## src/rtl/regfile_writer.sv

```systemverilog
// Regfile write arbiter: registered pipeline writeback wins; long-latency writes wait in a 2-entry FIFO.
// wb latency 1 cycle, lu latency >= 2 cycles; lu_ready low when FIFO full, stall_req after STARVE_LIMIT blocked cycles.
module regfile_writer #(
  parameter int DATA_WIDTH   = 32,
  parameter int STARVE_LIMIT = 4
) (
  input  logic                  clk,
  input  logic                  rst_n,
  input  logic                  wb_valid,
  input  logic [4:0]            wb_addr,
  input  logic [DATA_WIDTH-1:0] wb_data,
  input  logic                  lu_valid,
  output logic                  lu_ready,
  input  logic [4:0]            lu_addr,
  input  logic [DATA_WIDTH-1:0] lu_data,
  output logic                  rf_we,
  output logic [4:0]            rf_waddr,
  output logic [DATA_WIDTH-1:0] rf_wdata,
  input  logic [4:0]            raddrA,
  input  logic [4:0]            raddrB,
  output logic                  fwdA_hit,
  output logic                  fwdB_hit,
  output logic [DATA_WIDTH-1:0] fwdA_data,
  output logic [DATA_WIDTH-1:0] fwdB_data,
  output logic                  pendA,
  output logic                  pendB,
  output logic                  stall_req
);

  localparam int CW = $clog2(STARVE_LIMIT + 1);

  typedef struct packed {
    logic                  live;
    logic [4:0]            addr;
    logic [DATA_WIDTH-1:0] data;
  } entry_t;

  entry_t                fifo_q [2];
  entry_t                fifo_d [2];
  logic                  rd_ptr_q, rd_ptr_d;
  logic [1:0]            count_q, count_d;
  logic [CW-1:0]         starve_q, starve_d;
  logic                  stall_q, stall_d;
  logic                  rf_we_q, rf_we_d;
  logic [4:0]            rf_waddr_q, rf_waddr_d;
  logic [DATA_WIDTH-1:0] rf_wdata_q, rf_wdata_d;

  logic   enq;
  logic   deq;
  logic   wr_ptr;
  entry_t head;

  assign lu_ready = rst_n && (count_q != 2'd2);
  assign enq      = lu_valid && lu_ready;
  assign deq      = !wb_valid && (count_q != 2'd0);
  assign wr_ptr   = rd_ptr_q ^ count_q[0];
  assign head     = fifo_q[rd_ptr_q];

  // Live is cleared on dequeue so that live alone marks a valid, still-pending write.
  always_comb begin
    for (int i = 0; i < 2; i++) begin
      fifo_d[i] = fifo_q[i];
      if (wb_valid && fifo_q[i].addr == wb_addr) begin
        fifo_d[i].live = 1'b0;
      end
    end
    if (deq) begin
      fifo_d[rd_ptr_q].live = 1'b0;
    end
    if (enq) begin
      fifo_d[wr_ptr].live = (lu_addr != 5'd0) && !(wb_valid && wb_addr == lu_addr);
      fifo_d[wr_ptr].addr = lu_addr;
      fifo_d[wr_ptr].data = lu_data;
    end
  end

  always_comb begin
    rd_ptr_d = deq ? ~rd_ptr_q : rd_ptr_q;
    count_d  = count_q;
    unique case ({enq, deq})
      2'b10:   count_d = count_q + 2'd1;
      2'b01:   count_d = count_q - 2'd1;
      default: count_d = count_q;
    endcase
  end

  always_comb begin
    rf_we_d    = 1'b0;
    rf_waddr_d = rf_waddr_q;
    rf_wdata_d = rf_wdata_q;
    if (wb_valid) begin
      rf_we_d    = (wb_addr != 5'd0);
      rf_waddr_d = wb_addr;
      rf_wdata_d = wb_data;
    end else if (count_q != 2'd0) begin
      rf_we_d    = head.live;
      rf_waddr_d = head.addr;
      rf_wdata_d = head.data;
    end
  end

  // Counter saturates at the limit; only a dequeue releases the stall.
  always_comb begin
    starve_d = '0;
    stall_d  = stall_q;
    if (deq) begin
      starve_d = '0;
      stall_d  = 1'b0;
    end else if (wb_valid && count_q != 2'd0) begin
      starve_d = (starve_q == CW'(STARVE_LIMIT)) ? starve_q : starve_q + CW'(1);
      stall_d  = stall_q || (starve_d == CW'(STARVE_LIMIT));
    end
  end

  always_ff @(posedge clk or negedge rst_n) begin
    if (!rst_n) begin
      for (int i = 0; i < 2; i++) begin
        fifo_q[i] <= '0;
      end
      rd_ptr_q   <= 1'b0;
      count_q    <= 2'd0;
      starve_q   <= '0;
      stall_q    <= 1'b0;
      rf_we_q    <= 1'b0;
      rf_waddr_q <= 5'd0;
      rf_wdata_q <= '0;
    end else begin
      for (int i = 0; i < 2; i++) begin
        fifo_q[i] <= fifo_d[i];
      end
      rd_ptr_q   <= rd_ptr_d;
      count_q    <= count_d;
      starve_q   <= starve_d;
      stall_q    <= stall_d;
      rf_we_q    <= rf_we_d;
      rf_waddr_q <= rf_waddr_d;
      rf_wdata_q <= rf_wdata_d;
    end
  end

  assign rf_we     = rf_we_q;
  assign rf_waddr  = rf_waddr_q;
  assign rf_wdata  = rf_wdata_q;
  assign stall_req = stall_q;

  assign fwdA_hit  = rf_we_q && (rf_waddr_q == raddrA) && (raddrA != 5'd0);
  assign fwdB_hit  = rf_we_q && (rf_waddr_q == raddrB) && (raddrB != 5'd0);
  assign fwdA_data = rf_wdata_q;
  assign fwdB_data = rf_wdata_q;

  assign pendA = (raddrA != 5'd0) &&
                 ((fifo_q[0].live && fifo_q[0].addr == raddrA) ||
                  (fifo_q[1].live && fifo_q[1].addr == raddrA));
  assign pendB = (raddrB != 5'd0) &&
                 ((fifo_q[0].live && fifo_q[0].addr == raddrB) ||
                  (fifo_q[1].live && fifo_q[1].addr == raddrB));

endmodule

```

## config.mk

```make
export PLATFORM = sky130hd
export DESIGN_NAME = regfile_writer
export DESIGN_NICKNAME = d
export VERILOG_FILES = /design/src/rtl/regfile_writer.sv
export SDC_FILE = /design/constraint.sdc
export NUM_CORES = 1
export LEC_CHECK = 0
export CORE_MARGIN = 2
export CORE_UTILIZATION = 45
export DETAILED_ROUTE_END_ITERATION = 10
export GPL_TIMING_DRIVEN = 0
export PLACE_DENSITY_LB_ADDON = 0.25
export SLEW_MARGIN = 20
export SYNTH_ARGS = -nofsm -noshare
export SYNTH_HDL_FRONTEND = slang
export SYNTH_SLANG_ARGS = --single-unit
```

## constraint.sdc

```tcl
create_clock -name clk -period 3.8 [get_ports clk]
set_input_delay 1.14 -clock clk [delete_from_list [all_inputs] [get_ports clk]]
set_output_delay 1.14 -clock clk [all_outputs]
set_load 0.02 [all_outputs]
```

==> results of run 1 <==
-- power breakdown --
| part | total [mW] | switching, mW | internal, mW |
|---|---|---|---|
| Combinational | 4.03 | 1.88 | 2.15 |
| Clock | 1.75 | 0.582 | 1.17 |
| Sequential | 2.47 | 0.572 | 1.90 |
-- kinds of logic after synthesis --
kind of cell	Yosys count
mux	91
buf+inv	102
xor+xnor	51
compound gates	84
fa+ha+maj	3
simple gates	124
flops	121
-- path summary, 6_finish.rpt --
| path | start | endpoint | slack [ps] |
|---|---|---|---|
| worst max-delay path | raddrB[0] | fwdB_hit | 130 |
| worst min-delay path | fifo_q[30]$_DFFE_PN0P_ | fifo_q[30]$_DFFE_PN0P_ | 510 |
| worst max register to register | count_q[0]$_DFFE_PN0P_ | rf_waddr[0]$_DFFE_PN0P_ | 1860 |
| worst min register to register | fifo_q[30]$_DFFE_PN0P_ | fifo_q[30]$_DFFE_PN0P_ | 510 |
| max in group asynchronous | rst_n | fifo_q[21]$_DFFE_PN0P_ | 2570 |
| min in group asynchronous | rst_n | fifo_q[59]$_DFFE_PN0P_ | 580 |
-- cells in the final DEF, fill, tap and decap left out, types with 3 or more instances in the layout --
cell type          n
mux2_2            64
a221o_1           21
dlygate4sd2_1     11
clkdlybuf4s50_1  179
and3_1             4
o21ai_0           18
nor4_1             7
or4_1              3
nor2_1            26
clkbuf_16         17
buf_2             16
xnor2_1           17
clkbuf_1          13
nand2_1           44
clkbuf_8           4
buf_4             66
nand3_1           25
dfrtp_1          121
bufinv_16          4
mux2_4             9
inv_1              5
clkinvlp_4         4
xor2_1            34
ha_1               3
mux2i_1           17
a21oi_1           39
-- flip-flops by register name, indices dropped and copies added, names as in the netlist --
name and flops:
count_q 2, fifo_q 76, fwdA_data 32, rd_ptr_q 1, rf_waddr 5, rf_we 1, stall_req 1, starve_q 3
-- stage by stage --
| step | worst slack [ps] | hold slack, ps | cell area [um2] |
|---|---|---|---|
| 2_1_floorplan | 652.8 | 465.6 | 6335 |
| 3_5_place_dp | -399.3 | 493.4 | 8531 |
| 4_1_cts | 26.91 | 503.2 | 9215 |
| 6_report | 126.7 | 505.8 | 9231 |
| 3_3_place_gp | -3961 | 480.5 | 8502 |
| 5_1_grt | 32.97 | 509.1 | 9231 |
-- worst register-to-register path, stage by stage (launching register included) --
cell and delay (ps):
dfrtp_1 360, buf_4 160, o21bai_1 490, nor2_1 120, clkbuf_1 300, a221o_1 380
-- what timing repair did --
action / in CTS / in global routing
endpoints found under the setup margin: 5 / 3
hold buffers: 0 / 0
cloned: 1 / 0
resized for setup: 20 / 3
-- metal layers --
layer	GRT usage	share of wire
met4	0.08190	0.016
met2	0.4545	0.53
met3	0.05855	0.069
met1	0.3067	0.39
met5	0	0
-- final cells by class --
class,instances,area [um2],area share
sequential,121,3028,0.3280
multi-input combinational,353,2654,0.2875
timing repair buffer,196,2011,0.2178
buffer,97,646.9,0.07007
clock buffer,22,484.2,0.05245
tap,180,225.2,0.02440
clock inverter,10,163.9,0.01776
inverter,5,18.77,0.002033
==> metrics.md, run 1 <==
| Metric | Value |
|---|---|
| Crit path DAT | `2530 ps` |
| # rows | `43` |
| H-tree Lvls | `4` |
| Vias | `5,293` |
| # IOs | `196` |
| Share of the synthesized area in the top cell type | `0.4780` |
| FILL cells | `between 1,000 and 1,500` |
| Leakage power | `4.043 nW` |
| Final Skew | `5.276 ps` |
| Setup-failing EPs final | `0` |
| CP max FO | `4` |
| First-pass detailed-route iteration total | `5` |
| Die Span Y | `122.7 um` |
| Critical path's most frequent cell | `dlygate4sd2_1` |
| Top-count cell post-synth | `dfrtp_1` |
| Starting density of the core | `0.4581` |
| Final Util | `0.6676` |
| Simple-gate portion of the synthesized area | `0.09165` |
| Max-slew violation count | `0` |
| Fin. Hold Viols | `0` |
| Post-Syn Nets | `667` |
| Largest net degree at the start of global routing | `60` |
| Layout area overhead | `45.72%` |
| Area leader, netlist | `dfrtp_1` |
| Crit path launch type | `primary input` |
| Peak Freq | `272.2 MHz` |
| Tot GR Track Use | `0.2559` |
| Global-route wire length before repair | `29,060 um` |
| Layout cells sized above 1 | `0.2425` |
| PortBufs | `194` |
| Cells after synthesis | `around 580` |
| Worst path cell trace | `dlygate4sd2_1, or4_1, nor2_1, nor4_1, dlygate4sd2_1` |
| Mux contribution to synthesized area | `0.1637` |
| Ranking of synthesized cells by area | `dfrtp_1 48%, mux2_2 11%, buf_4 7.8%` |
| Vias per cell | `5.379` |
| Gr ovfl total | `0` |
| Post-synth EDFFs | `0` |
| Final Cycle Share | `0.9667` |
| Avg Cell Area, Syn | `11.00 um2` |
| HP Class | `reg2reg` |
| R2R depth | `5` |
| Overall Power | `slightly above 8 mW` |
| Number of CTS-inserted buffers | `17` |
| Clock root buffer | `clkbuf_16` |
| Cell depth of the worst setup path | `5` |
| Asr flop ratio synth | `1.000` |
| Clock transition at path regs | `around 50 ps` |
| Max Cap Violations | `0` |
| Full die area | `~0.015 mm2` |
| Hold depth | `1` |
| Worst slew margin | `0.5834` |
| RSZ-0062 raised after global routing | `no` |
| CP bufs+invs | `2` |
| Crit path max-delay family | `simple AND/OR/NAND/NOR gates` |
| #FFs+latches synth | `121` |
| Crit-path slowest cell | `or4_1` |
| CTS tree | `yes` |
| Power Dens Cells | `about 900 mW/mm2` |
| Minimum clock period | `roughly 3700 ps` |
| Post-Route Setup TNS | `0 ps` |
| CP peak stage delay | `~540 ps` |
| Clock net sink count | `121` |
| Detail Route Antenna Nets | `0` |
| Iter 0 DRT Violations | `347` |
| Post-detail-place hpwl | `about 13,000 um` |
| Nets | `882` |
| Clk_lat worst skew | `about 410 ps` |
| Slew of the pin with the lowest slew margin | `roughly 620 ps` |
| Post-Syn Area | `0.006335 mm2` |
| Initial antenna violation count | `0` |
| WL/cell | `19.05 um` |
| Largest family of logic cells by synthesized area | `multiplexers` |
| Critical Path RT | `2660 ps` |
| Vias in the first global route | `5,545` |
| YS warnings | `0` |
| Most instantiated cells after synthesis | `121 x dfrtp_1, 66 x buf_4, 64 x mux2_2, 44 x nand2_1, 39 x a21oi_1` |
| Inserted Diodes | `0` |
| Final Non-Filler Cells | `984` |
| Ys flop type | `dfrtp_1` |
| Synth Area in XOR/XNOR | `0.07051` |
| Post-synthesis compound-gate area fraction | `0.08513` |
| Core area | `0.01383 mm2` |
| Seq/Total Area, Yosys | `0.4780` |
| Post-synthesis adder-cell area fraction | `0.005925` |
| Placed cells | `about 950` |
| Status | `finished clean` |
| Synth cell types | `36` |
| Worst vdd ir | `0.4577 mV` |
| Post-CTS setup buffer count | `0` |
| Die outline width | `122.7 um` |
| Drc violations | `0` |
| Routability cong. | `about 0.9` |
| CP Capture Type | `output pin` |
| Final WL | `about 19,000 um` |
| Crit Path Class | `in2out` |
| Max Buffers Root-to-Sink | `2` |
Power figures use the tool's default switching activity.
==> run 2: changes to the inputs <==
--- a/config.mk
+++ b/config.mk
@@ -5,6 +5,7 @@
 export SDC_FILE = /design/constraint.sdc
 export NUM_CORES = 1
 export LEC_CHECK = 0
+export CAP_MARGIN = 10
 export CORE_MARGIN = 2
 export CORE_UTILIZATION = 45
 export DETAILED_ROUTE_END_ITERATION = 10
==> results of run 2 <==
No change in the layout: final DEF, timing and power equal those of run 1.
